`src/rtl/bht_controller_if.sv`:
```
// Fetch/commit-side bundle for the shared branch history table controller.
// The master drives lookup and update requests; the slave is the controller.
interface bht_controller_if #(
  parameter int PC_WIDTH = 32,
  parameter int UQ_DEPTH = 4
);
  localparam int CW = $clog2(UQ_DEPTH + 1);

  logic                lookup_valid;
  logic [PC_WIDTH-1:0] lookup_pc;
  logic                lookup_ready;
  logic                pred_valid;
  logic                pred_taken;
  logic                upd_valid;
  logic [PC_WIDTH-1:0] upd_pc;
  logic                upd_taken;
  logic                upd_ready;
  logic [CW-1:0]       upd_count;
  logic                busy;

  modport master (
    output lookup_valid, lookup_pc, upd_valid, upd_pc, upd_taken,
    input  lookup_ready, pred_valid, pred_taken, upd_ready, upd_count, busy
  );

  modport slave (
    input  lookup_valid, lookup_pc, upd_valid, upd_pc, upd_taken,
    output lookup_ready, pred_valid, pred_taken, upd_ready, upd_count, busy
  );
endinterface

```
`src/rtl/bht_controller.sv`:
```
// Shared 2-bit saturating branch counter table with a single access slot per cycle,
// arbitrated between fetch lookups and a FIFO of resolved commit updates.
module bht_controller #(
  parameter int         INDEX_BITS = 6,
  parameter int         PC_WIDTH   = 32,
  parameter int         UQ_DEPTH   = 4,
  parameter logic [1:0] INIT_CTR   = 2'b01
) (
  input  logic           clk_i,
  input  logic           rst_ni,
  bht_controller_if.slave bus
);
  localparam int ENTRIES = 2 ** INDEX_BITS;
  localparam int CW      = $clog2(UQ_DEPTH + 1);
  localparam int PW      = $clog2(UQ_DEPTH);

  localparam logic [CW-1:0]         FULL     = CW'(UQ_DEPTH);
  localparam logic [INDEX_BITS-1:0] LAST_IDX = INDEX_BITS'(ENTRIES - 1);
  localparam logic [PW-1:0]         LAST_PTR = PW'(UQ_DEPTH - 1);

  typedef enum logic {INIT, RUN} state_e;

  state_e                state_q, state_d;
  logic [INDEX_BITS-1:0] init_idx_q, init_idx_d;

  logic [1:0]            table_q [ENTRIES];
  logic [INDEX_BITS-1:0] uq_idx_q [UQ_DEPTH];
  logic [UQ_DEPTH-1:0]   uq_taken_q;

  logic [PW-1:0] rd_ptr_q, rd_ptr_d, wr_ptr_q, wr_ptr_d;
  logic [CW-1:0] count_q, count_d;
  logic          pred_valid_q, pred_valid_d, pred_taken_q, pred_taken_d;

  logic                  busy, lookup_ready, upd_ready;
  logic                  lookup_acc, upd_acc, drain, tbl_we;
  logic [INDEX_BITS-1:0] lookup_idx, upd_idx, head_idx, wr_idx;
  logic                  head_taken;
  logic [1:0]            head_ctr, wr_ctr;
  logic                  unused_pc_bits;

  function automatic logic [1:0] sat_update(input logic [1:0] ctr, input logic taken);
    if (taken) return (ctr == 2'b11) ? ctr : ctr + 2'd1;
    else       return (ctr == 2'b00) ? ctr : ctr - 2'd1;
  endfunction

  function automatic logic [PW-1:0] next_ptr(input logic [PW-1:0] ptr);
    return (ptr == LAST_PTR) ? '0 : ptr + PW'(1);
  endfunction

  // Untagged table: both ports index with the word-aligned low PC bits.
  assign lookup_idx     = bus.lookup_pc[INDEX_BITS+1:2];
  assign upd_idx        = bus.upd_pc[INDEX_BITS+1:2];
  assign unused_pc_bits = ^{bus.lookup_pc[PC_WIDTH-1:INDEX_BITS+2], bus.lookup_pc[1:0],
                            bus.upd_pc[PC_WIDTH-1:INDEX_BITS+2], bus.upd_pc[1:0]};

  assign head_idx   = uq_idx_q[rd_ptr_q];
  assign head_taken = uq_taken_q[rd_ptr_q];
  assign head_ctr   = table_q[head_idx];

  always_ff @(posedge clk_i or negedge rst_ni) begin
    if (!rst_ni) begin
      state_q    <= INIT;
      init_idx_q <= '0;
    end else begin
      state_q    <= state_d;
      init_idx_q <= init_idx_d;
    end
  end

  always_comb begin
    state_d    = state_q;
    init_idx_d = init_idx_q;
    case (state_q)
      INIT: begin
        init_idx_d = init_idx_q + INDEX_BITS'(1);
        if (init_idx_q == LAST_IDX) state_d = RUN;
      end
      RUN: state_d = RUN;
    endcase
  end

  // A full queue withholds lookup_ready, so the drain always gets the slot.
  always_comb begin
    busy         = (state_q == INIT);
    upd_ready    = !busy && (count_q < FULL);
    lookup_ready = !busy && (count_q != FULL);
    lookup_acc   = bus.lookup_valid && lookup_ready;
    upd_acc      = bus.upd_valid && upd_ready;
    drain        = !busy && !lookup_acc && (count_q != '0);
    tbl_we       = busy || drain;
    wr_idx       = busy ? init_idx_q : head_idx;
    wr_ctr       = busy ? INIT_CTR : sat_update(head_ctr, head_taken);
  end

  always_comb begin
    pred_valid_d = lookup_acc;
    pred_taken_d = lookup_acc ? table_q[lookup_idx][1] : pred_taken_q;
    rd_ptr_d     = drain   ? next_ptr(rd_ptr_q) : rd_ptr_q;
    wr_ptr_d     = upd_acc ? next_ptr(wr_ptr_q) : wr_ptr_q;
    case ({upd_acc, drain})
      2'b10:   count_d = count_q + CW'(1);
      2'b01:   count_d = count_q - CW'(1);
      default: count_d = count_q;
    endcase
  end

  always_ff @(posedge clk_i or negedge rst_ni) begin
    if (!rst_ni) begin
      rd_ptr_q     <= '0;
      wr_ptr_q     <= '0;
      count_q      <= '0;
      pred_valid_q <= 1'b0;
      pred_taken_q <= 1'b0;
    end else begin
      rd_ptr_q     <= rd_ptr_d;
      wr_ptr_q     <= wr_ptr_d;
      count_q      <= count_d;
      pred_valid_q <= pred_valid_d;
      pred_taken_q <= pred_taken_d;
    end
  end

  // Table and queue payload carry no reset; the sweep and the pointers define validity.
  always_ff @(posedge clk_i) begin
    if (tbl_we) table_q[wr_idx] <= wr_ctr;
    if (upd_acc) begin
      uq_idx_q[wr_ptr_q]   <= upd_idx;
      uq_taken_q[wr_ptr_q] <= bus.upd_taken;
    end
  end

  assign bus.busy         = busy;
  assign bus.lookup_ready = lookup_ready;
  assign bus.upd_ready    = upd_ready;
  assign bus.upd_count    = count_q;
  assign bus.pred_valid   = pred_valid_q;
  assign bus.pred_taken   = pred_taken_q;
endmodule
```
`src/flat_wrapper.sv`:
```
// flat-port wrapper written by rule: the top's interface ports become plain ports
module bht_controller_flat 
#(
  parameter int         INDEX_BITS = 6,
  parameter int         PC_WIDTH   = 32,
  parameter int         UQ_DEPTH   = 4,
  parameter logic [1:0] INIT_CTR   = 2'b01
)
  (clk_i, rst_ni, bus_lookup_valid, bus_lookup_pc, bus_upd_valid, bus_upd_pc, bus_upd_taken, bus_lookup_ready, bus_pred_valid, bus_pred_taken, bus_upd_ready, bus_upd_count, bus_busy);
  bht_controller_if #(.PC_WIDTH(PC_WIDTH), .UQ_DEPTH(UQ_DEPTH)) bus_i ();
  input  logic clk_i;
  input  logic rst_ni;
  input wire logic [$bits(bus_i.lookup_valid)-1:0] bus_lookup_valid;
  input wire logic [$bits(bus_i.lookup_pc)-1:0] bus_lookup_pc;
  input wire logic [$bits(bus_i.upd_valid)-1:0] bus_upd_valid;
  input wire logic [$bits(bus_i.upd_pc)-1:0] bus_upd_pc;
  input wire logic [$bits(bus_i.upd_taken)-1:0] bus_upd_taken;
  output wire logic [$bits(bus_i.lookup_ready)-1:0] bus_lookup_ready;
  output wire logic [$bits(bus_i.pred_valid)-1:0] bus_pred_valid;
  output wire logic [$bits(bus_i.pred_taken)-1:0] bus_pred_taken;
  output wire logic [$bits(bus_i.upd_ready)-1:0] bus_upd_ready;
  output wire logic [$bits(bus_i.upd_count)-1:0] bus_upd_count;
  output wire logic [$bits(bus_i.busy)-1:0] bus_busy;
  assign bus_i.lookup_valid = bus_lookup_valid;
  assign bus_i.lookup_pc = bus_lookup_pc;
  assign bus_i.upd_valid = bus_upd_valid;
  assign bus_i.upd_pc = bus_upd_pc;
  assign bus_i.upd_taken = bus_upd_taken;
  assign bus_lookup_ready = bus_i.lookup_ready;
  assign bus_pred_valid = bus_i.pred_valid;
  assign bus_pred_taken = bus_i.pred_taken;
  assign bus_upd_ready = bus_i.upd_ready;
  assign bus_upd_count = bus_i.upd_count;
  assign bus_busy = bus_i.busy;
  bht_controller #(.INDEX_BITS(INDEX_BITS), .PC_WIDTH(PC_WIDTH), .UQ_DEPTH(UQ_DEPTH), .INIT_CTR(INIT_CTR)) u_core (.clk_i(clk_i), .rst_ni(rst_ni), .bus(bus_i));
endmodule
```
`config.mk`:
```
export PLATFORM = sky130hd
export DESIGN_NAME = bht_controller_flat
export DESIGN_NICKNAME = d
export VERILOG_FILES = /design/src/rtl/bht_controller_if.sv /design/src/rtl/bht_controller.sv /design/src/flat_wrapper.sv
export SDC_FILE = /design/constraint.sdc
export NUM_CORES = 1
export LEC_CHECK = 0
export BUFFER_PORTS_ARGS = -buffer_cell sky130_fd_sc_hd__buf_2
export CELL_PAD_IN_SITES_DETAIL_PLACEMENT = 0
export CELL_PAD_IN_SITES_GLOBAL_PLACEMENT = 1
export CORE_MARGIN = 5
export CORE_UTILIZATION = 45
export CTS_BUF_LIST = sky130_fd_sc_hd__clkbuf_4
export DETAILED_ROUTE_END_ITERATION = 8
export PLACE_DENSITY_LB_ADDON = 0.05
export SKIP_CTS_REPAIR_TIMING = 1
export SLEW_MARGIN = 10
export SYNTH_ARGS = -nofsm -noshare
export SYNTH_HDL_FRONTEND = slang
export SYNTH_SLANG_ARGS = --single-unit
```
`constraint.sdc`:
```
create_clock -name clk_i -period 9.5 [get_ports clk_i]
set_clock_uncertainty 0.15 [all_clocks]
set_input_delay 0.95 -clock clk_i [delete_from_list [all_inputs] [get_ports clk_i]]
set_output_delay 0.95 -clock clk_i [all_outputs]
set_load 0.005 [all_outputs]
```
==> results.rst, run 1 <==
.. list-table::
   :header-rows: 1

   * - Metric
     - Value
   * - Status
     - completed
   * - Maximum clock insertion buffer count
     - 2
   * - Type of destination of the critical path
     - flop
   * - Overflow left after global routing
     - 0
   * - Vias in the first global route
     - 4,760
   * - Unrepaired setup endpoints after global routing
     - no
   * - Register clock-pin slew on the reported worst setup and hold paths
     - 0.14 ns
   * - Buffer cell driving the clock tree root
     - clkbuf_4
   * - CP top delay family
     - multiplexers
   * - Remaining antenna violation count
     - 0
   * - Cell count after synthesis
     - 542
   * - Cell Chain, Critical Path
     - mux4_2, mux4_2, nor2b_1, a211oi_1, a21oi_1, nor3b_1, or4_1, o22ai_4, buf_4
   * - Combinational group share of total power
     - 1.3%
   * - Fraction of synthesized cell area taken by the top area cell type
     - 58.0%
   * - Reg2reg path depth
     - 9
   * - Syn. warnings
     - 0
   * - Worst reg2reg endpoint
     - u_core.table_q[17][1]
   * - CP bufs+invs
     - 1
   * - Cell row count
     - 49
   * - Relative slew margins
     - 37.6%
   * - Number of synthesized register bits
     - 172
   * - Die Y-Extent
     - 144 microns
   * - Area contributors post-synth
     - edfxtp_1 58%, mux4_2 10%, mux2i_1 9.4%
   * - Post-synth EDFFs
     - 156
   * - Share of the core filled with cells in the final layout
     - 48.5%
   * - Area growth from synthesis to final layout
     - 7.03%
   * - Minimum setup slack among reg-to-reg paths
     - 4.53 ns
   * - Number of distinct library cells after synthesis
     - 53
   * - Post-DP HPWL
     - 12.3 mm
   * - Sequential fraction of the synthesis area
     - 62.9%
   * - Syn_nets
     - 619
   * - Worst-Skew Late Latency
     - 0.58 ns
   * - Critical Path AT
     - 5.18 ns
   * - Clk pwr share
     - 33.7%
   * - Origin of the worst setup path
     - u_core.rd_ptr_q[0]
   * - Fmax
     - 201 MHz
   * - Sequential Power Share
     - 65.0%
   * - TritonCTS clock tree
     - yes
   * - Final total power
     - 1.25 mW
   * - Largest net degree at the start of global routing
     - 54
   * - Synthesized area divided by synthesized cell count
     - 14.9 sq um
   * - Routed vias
     - 4,641
   * - Setup CP Type
     - reg2reg
   * - CTS sink cnt
     - 172
   * - Source of the worst register-to-register timing path
     - u_core.rd_ptr_q[0]
   * - Post-layout net count
     - 638
   * - Internal power
     - 0.985 mW
   * - Fraction of layout instances using a drive strength above 1
     - 18.1%
   * - Time the worst path needs with I/O delays and setup
     - 4.97 ns
   * - Final hold violations
     - 0
   * - Effective utilization at floorplan
     - 45.3%
   * - Maximum vdd drop
     - 0.0717 mV
   * - Cell with the biggest individual delay on the critical path
     - mux4_2
   * - Power per standard cell area
     - 145 nW/um^2
   * - Actual slew at the worst max-slew pin
     - 0.936 ns
   * - Setup TNS after final layout
     - 0 ns
   * - Synth Flop Type
     - edfxtp_1
   * - Static leakage
     - 2.66 nW
   * - Critical path's most frequent cell
     - mux4_2
   * - Post-detailed-route DRC marker count
     - 0
   * - I/O pin total
     - 77
   * - Max-slew violation count
     - 0
   * - Cell area after synthesis
     - 8080 sq um
   * - Type of the worst min-delay path
     - in2async
   * - Chip Width
     - 144 microns
   * - Required time worst endpoint
     - 9.71 ns
   * - Die area
     - 20,700 sq um
   * - Setup-violating endpoint count in the final report
     - 0
   * - FFs w/ async S/R, synth
     - 9.30%
   * - Max Fanout on Critical Path
     - 33
   * - Net switching component of the power
     - 0.269 mW
   * - Drt via density
     - 5.77
   * - Floorplan Core Area
     - 17,800 sq um
   * - Number of buffers added by the clock tree synthesis step
     - 17
   * - Final worst-path cycle share
     - 52.3%
   * - Most area-hungry cell type in the Yosys netlist
     - edfxtp_1
   * - Sw Share
     - 21.4%
   * - Port Buffer Count
     - 24
   * - Antenna violations before repair
     - 1
   * - Initial drt markers
     - 382
   * - Per-cell routed wire length
     - 23.5 microns
   * - H-tree levels
     - 4
   * - Final routed wirelength across all metal layers
     - 18.9 mm
   * - Global-route wire length before repair
     - 28.8 mm
   * - Max-capacitance violation count
     - 0
   * - DR pass1 iterations
     - 6
   * - Delay contributed by the slowest stage of the critical path
     - 0.96 ns
   * - Critical path launch point type
     - flop
   * - Count of fill cells added during filler insertion
     - 1,601
   * - Global-route usage over all layers
     - 19.4%
   * - Routability cong.
     - 0.759
-- layout make-up --
type                    count  area, sq um  share of cell area (%)
flip-flops and latches    172         5080                    58.8
diodes                      1         2.50                  0.0289
well taps                 229          287                    3.31
multi-input cells         334         2810                    32.5
repair buffers             27          143                    1.65
inverters                   9         33.8                   0.391
clock inverters            13          144                    1.66
clock buffers              19          143                    1.65
-- metrics by stage --
stage	setup slack, ns	instances	area (sq um)	hold slack (ns)
floorplan	4.62	542	8080	0.329
global placement	4.57	771	8360	0.337
detailed placement	4.58	771	8360	0.340
CTS	4.53	803	8640	0.0919
global route	4.18	804	8650	0.0955
finish	4.53	804	8650	0.119
-- power groups by stage --
| stage | combinational [mW] | clock [mW] | sequential (mW) |
|---|---|---|---|
| floorplan | 0.00714 | 0 | 0.831 |
| global placement | 0.0162 | 0 | 0.831 |
| detailed placement | 0.0166 | 0 | 0.831 |
| CTS | 0.0167 | 0.434 | 0.815 |
| global route | 0.0177 | 0.468 | 0.815 |
| finish | 0.0161 | 0.423 | 0.815 |
-- cell usage in the layout (no fill, tap or decap), types with 2 or more instances in the layout --
cell type,Yosys,routed
mux4_2,36,36
nor3_1,4,4
a21oi_1,3,3
and3_1,6,6
inv_1,8,8
nand4_1,2,2
nor2b_1,2,2
clkbuf_4,1,19
nor2_1,82,82
a31oi_1,2,2
o22ai_1,3,2
buf_4,3,3
and2_1,2,2
xnor2_1,6,6
o21a_1,2,2
clkinvlp_4,0,2
a211oi_1,2,2
a22oi_1,4,4
nand3_1,13,13
bufinv_16,0,2
nand2b_1,2,2
nand2_1,40,40
o21ai_0,6,6
dfrtp_1,16,16
ha_1,7,7
a21o_1,2,2
xor2_1,2,2
o211ai_1,3,3
clkinv_2,0,2
edfxtp_1,156,156
clkinv_4,0,4
mux2i_1,76,76
or3_1,5,5
mux2_2,6,6
buf_2,6,24
clkinv_1,1,2
-- registers in the layout (all words and copies together) (netlist names) --
signal	cells
u_core.bus.pred_taken	1
u_core.bus.pred_valid	1
u_core.bus.upd_count	3
u_core.init_idx_q	6
u_core.rd_ptr_q	2
u_core.state_q	1
u_core.table_q	128
u_core.uq_idx_q	24
u_core.uq_taken_q	4
u_core.wr_ptr_q	2
-- Yosys cell counts (all sizes together) (2+ instances only) --
library cell / number
a211oi: 2
a21o: 2
a21oi: 3
a22oi: 4
a31oi: 2
and2: 2
and3: 6
buf: 17
clkbuf: 10
dfrtp: 16
edfxtp: 156
ha: 7
inv: 8
mux2: 6
mux2i: 76
mux4: 36
nand2: 40
nand2b: 2
nand3: 13
nand4: 2
nor2: 82
nor2b: 2
nor3: 4
o211ai: 4
o21a: 2
o21ai: 7
o22ai: 3
or2: 2
or3: 5
xnor2: 6
xor2: 2
-- worst reg2reg max path, delay by kind of cell, from the launching register on --
family                 cells  cell delay [ns]
and+or+nand+nor            3             0.85
AOI/OAI and AO/OA          3             1.03
muxes                      2             1.46
DFF                        1             0.78
buffers and inverters      1             0.47
-- kinds of logic after synthesis --
family	synth area share, %
flip-flops	62.9
AND/OR/NAND/NOR	8.66
multiplexers	20.3
AO/OA/AOI/OAI	3.24
buffers and inverters	2.66
XOR/XNOR	0.867
adder cells (fa/ha/maj)	1.33
-- per-layer routing --
metal | track usage [%] | vias to the layer above | routed length [microns]
met3 | 3.80 | 12 | 836
met1 | 27.8 | 2407 | 8650
met4 | 4.31 | 0 | 180
met5 | 0 | - | 0
met2 | 31.1 | 112 | 9240
li1 | - | 2110 | -
-- worst max-delay path by stage --
stage,endpoint,slack (ns),depth (start not counted)
2_1_floorplan,u_core.table_q[0][1],4.62,10
3_3_place_gp,u_core.table_q[21][1],4.57,9
3_5_place_dp,u_core.table_q[21][1],4.58,9
4_1_cts,u_core.table_q[17][1],4.53,9
5_1_grt,u_core.table_q[17][1],4.18,10
6_report,u_core.table_q[17][1],4.53,9
Power figures use the tool's default switching activity.
==> inputs of run 2 (changes only) <==
==> constraint.sdc (replaced) <==
create_clock -name clk_i -period 5.2 [get_ports clk_i]
set_clock_uncertainty 0.15 [all_clocks]
set_input_delay 0.52 -clock clk_i [delete_from_list [all_inputs] [get_ports clk_i]]
set_output_delay 0.52 -clock clk_i [all_outputs]
set_load 0.005 [all_outputs]
==> run 2 against run 1 <==
Effect of this change:
- worst hold slack got worse by 0.029 ns
- core utilization increased by 0.67 points
- wire length decreased by 0.29%
- first-iteration DRC count increased by 2.6%
- sequential cell count unchanged
- critical path depth increased by 1
- die area unchanged
- clock-buffer cell count increased by 1
- sequential share of layout area decreased by 0.81 points
- critical endpoint is now u_core.table_q[0][0]
==> results.rst, run 2 (synthesis results as in run 1) <==
.. list-table::
   :header-rows: 1

   * - Metric
     - Value
   * - Global-route usage over all layers
     - 19.0%
   * - Internal power
     - 1.80 mW
   * - Most flop-heavy register
     - u_core.table_q
   * - Register clock-pin slew on the reported worst setup and hold paths
     - 0.13 ns
   * - Final routed wirelength across all metal layers
     - 18.9 mm
   * - Drt via density
     - 5.76
   * - Final hold violations
     - 0
   * - Relative slew margins
     - 39.3%
   * - Fmax
     - 226 MHz
   * - Reg2reg path depth
     - 10
   * - Global-route wire length before repair
     - 28.2 mm
   * - Worst-Skew Late Latency
     - 0.56 ns
   * - Cell Chain, Critical Path
     - buf_4, mux4_2, nor4bb_1, a31oi_1, o211ai_1, o22ai_1, o22ai_1, or4_1, a2bb2oi_4, buf_12
   * - Maximum vdd drop
     - 0.150 mV
   * - Minimum setup slack among reg-to-reg paths
     - 0.77 ns
   * - Highest-count cells in the layout ignoring fill and taps
     - 156 x edfxtp_1, 82 x nor2_1, 76 x mux2i_1
   * - Die Y-Extent
     - 144 microns
   * - Met3 Usage GRT
     - 4.40%
   * - Remaining antenna violation count
     - 0
   * - Status
     - completed
   * - Regs by FF count
     - u_core.table_q (128), u_core.uq_idx_q (24), u_core.init_idx_q (6)
   * - Type of the worst min-delay path
     - in2reg
   * - DR pass1 iterations
     - 5
   * - Area growth from synthesis to final layout
     - 8.52%
   * - Floorplan Core Area
     - 17,800 sq um
   * - Post-Place Worst Slack
     - 0.844 ns
   * - Routed vias
     - 4,703
   * - Overflow left after global routing
     - 0
   * - Unrepaired setup endpoints after global routing
     - no
   * - Time the worst path needs with I/O delays and setup
     - 4.43 ns
   * - Number of buffers added by the clock tree synthesis step
     - 17
   * - Slack of the critical path
     - 0.775 ns
   * - I/O pin total
     - 77
   * - Maximum clock insertion buffer count
     - 2
   * - Port Buffer Count
     - 24
   * - Power per standard cell area
     - 259 nW/um^2
   * - Per-cell routed wire length
     - 23.1 microns
   * - Share of the core filled with cells in the final layout
     - 49.1%
   * - Clk pwr share
     - 33.0%
   * - Actual slew at the worst max-slew pin
     - 0.911 ns
   * - Max Fanout on Critical Path
     - 48
   * - Worst reg2reg endpoint
     - u_core.table_q[0][0]
   * - Vias in the first global route
     - 4,686
   * - Source of the worst register-to-register timing path
     - u_core.rd_ptr_q[0]
   * - Leading cell type in the layout, fill and taps excluded
     - edfxtp_1
   * - Setup TNS after final layout
     - 0 ns
   * - Routing usage on met1
     - 28.0%
   * - Type of destination of the critical path
     - flop
   * - End point of the critical path
     - u_core.table_q[0][0]
   * - Setup-violating endpoint count in the final report
     - 0
   * - Max FFs per register
     - 128
   * - Setup CP Type
     - reg2reg
   * - Fraction of layout instances using a drive strength above 1
     - 18.3%
   * - Net switching component of the power
     - 0.470 mW
   * - Effective utilization at floorplan
     - 45.3%
   * - Post-detailed-route DRC marker count
     - 0
   * - Buffer cell driving the clock tree root
     - clkbuf_4
   * - H-tree levels
     - 4
   * - Standard cell area after detailed placement
     - 8410 sq um
   * - Combinational group share of total power
     - 1.5%
   * - Critical path launch point type
     - flop
   * - Origin of the worst setup path
     - u_core.rd_ptr_q[0]
   * - Post-route standard cell area excluding fillers
     - 8770 sq um
   * - Die area
     - 20,700 sq um
   * - Static leakage
     - 2.72 nW
   * - Delay contributed by the slowest stage of the critical path
     - 0.80 ns
   * - Critical path's most frequent cell
     - o22ai_1
   * - Post-layout net count
     - 652
   * - Global-route met2 utilization
     - 28.3%
   * - Antenna violations before repair
     - 1
   * - Final total power
     - 2.27 mW
   * - Sequential Power Share
     - 65.5%
   * - CTS sink cnt
     - 172
   * - Max-capacitance violation count
     - 0
   * - TritonCTS clock tree
     - yes
   * - Count of fill cells added during filler insertion
     - 1,561
   * - Largest net degree at the start of global routing
     - 49
   * - Routability cong.
     - 0.758
   * - Max-slew violation count
     - 0
   * - Critical Path AT
     - 4.56 ns
   * - Final worst-path cycle share
     - 85.1%
   * - Initial drt markers
     - 392
   * - Chip Width
     - 144 microns
   * - Highest-utilization routing layer at the global route stage
     - met2
   * - Cell row count
     - 49
   * - Required time worst endpoint
     - 5.33 ns
   * - Cell with the biggest individual delay on the critical path
     - mux4_2
   * - Post-DP HPWL
     - 12.6 mm
   * - Sw Share
     - 20.7%
run 2: cell types whose count changed in the layout (fill, tap and decap cells not counted), sizes merged:
cell         previous run  this run
buf                    27        33
clkbuf                 19        20
clkinv                  8         4
clkinvlp                2         3
dlygate4sd3             0         8
run 2: final cells by class:
cell class / count / area [sq um] / share of cell area [%]
sequential: 172 / 5080 / 58.0
multi-input combinational: 334 / 2810 / 32.0
tap: 229 / 287 / 3.27
timing repair buffer: 41 / 280 / 3.20
clock buffer: 20 / 150 / 1.71
clock inverter: 10 / 119 / 1.36
inverter: 9 / 33.8 / 0.385
antenna: 1 / 2.50 / 0.0285
run 2: power by group through the flow:
| stage | Clock, mW | Sequential (mW) | Combinational [mW] |
|---|---|---|---|
| floorplan | 0 | 1.52 | 0.0130 |
| global placement | 0 | 1.52 | 0.0296 |
| detailed placement | 0 | 1.52 | 0.0299 |
| CTS | 0.769 | 1.49 | 0.0300 |
| global route | 0.828 | 1.49 | 0.0367 |
| finish | 0.750 | 1.49 | 0.0332 |
run 2: worst max-delay path: cells and delay by family, from the launching register on:
kind | cells | cell delay, ns
mux | 1 | 0.80
compound gates | 5 | 1.09
buf+inv | 2 | 0.51
flops | 1 | 0.67
simple gates | 2 | 0.87
run 2: how the worst min path moves through the flow:
stage	startpoint	endpoint	slack, ns	depth (start not counted)
finish	bus_lookup_valid	u_core.bus.pred_valid	0.09	2
global placement	rst_ni	u_core.bus.pred_taken	0.30	1
global route	bus_lookup_valid	u_core.bus.pred_valid	0.05	2
CTS	rst_ni	u_core.init_idx_q[1]	-0.33	1
detailed placement	rst_ni	u_core.bus.pred_taken	0.31	1
floorplan	rst_ni	u_core.bus.pred_taken	0.07	0
run 2: metrics by stage:
step / hold slack [ns] / instances
3_3_place_gp: 0.301 / 777
3_5_place_dp: 0.309 / 777
4_1_cts: -0.331 / 807
5_1_grt: 0.0523 / 816
6_report: 0.0906 / 816
2_1_floorplan: 0.0744 / 542
run 2: layer usage:
| layer | wire length [microns] | vias to the layer above |
|---|---|---|
| met5 | 0 | - |
| met4 | 337 | 0 |
| met3 | 963 | 25 |
| met2 | 8820 | 134 |
| met1 | 8740 | 2409 |
| li1 | - | 2135 |
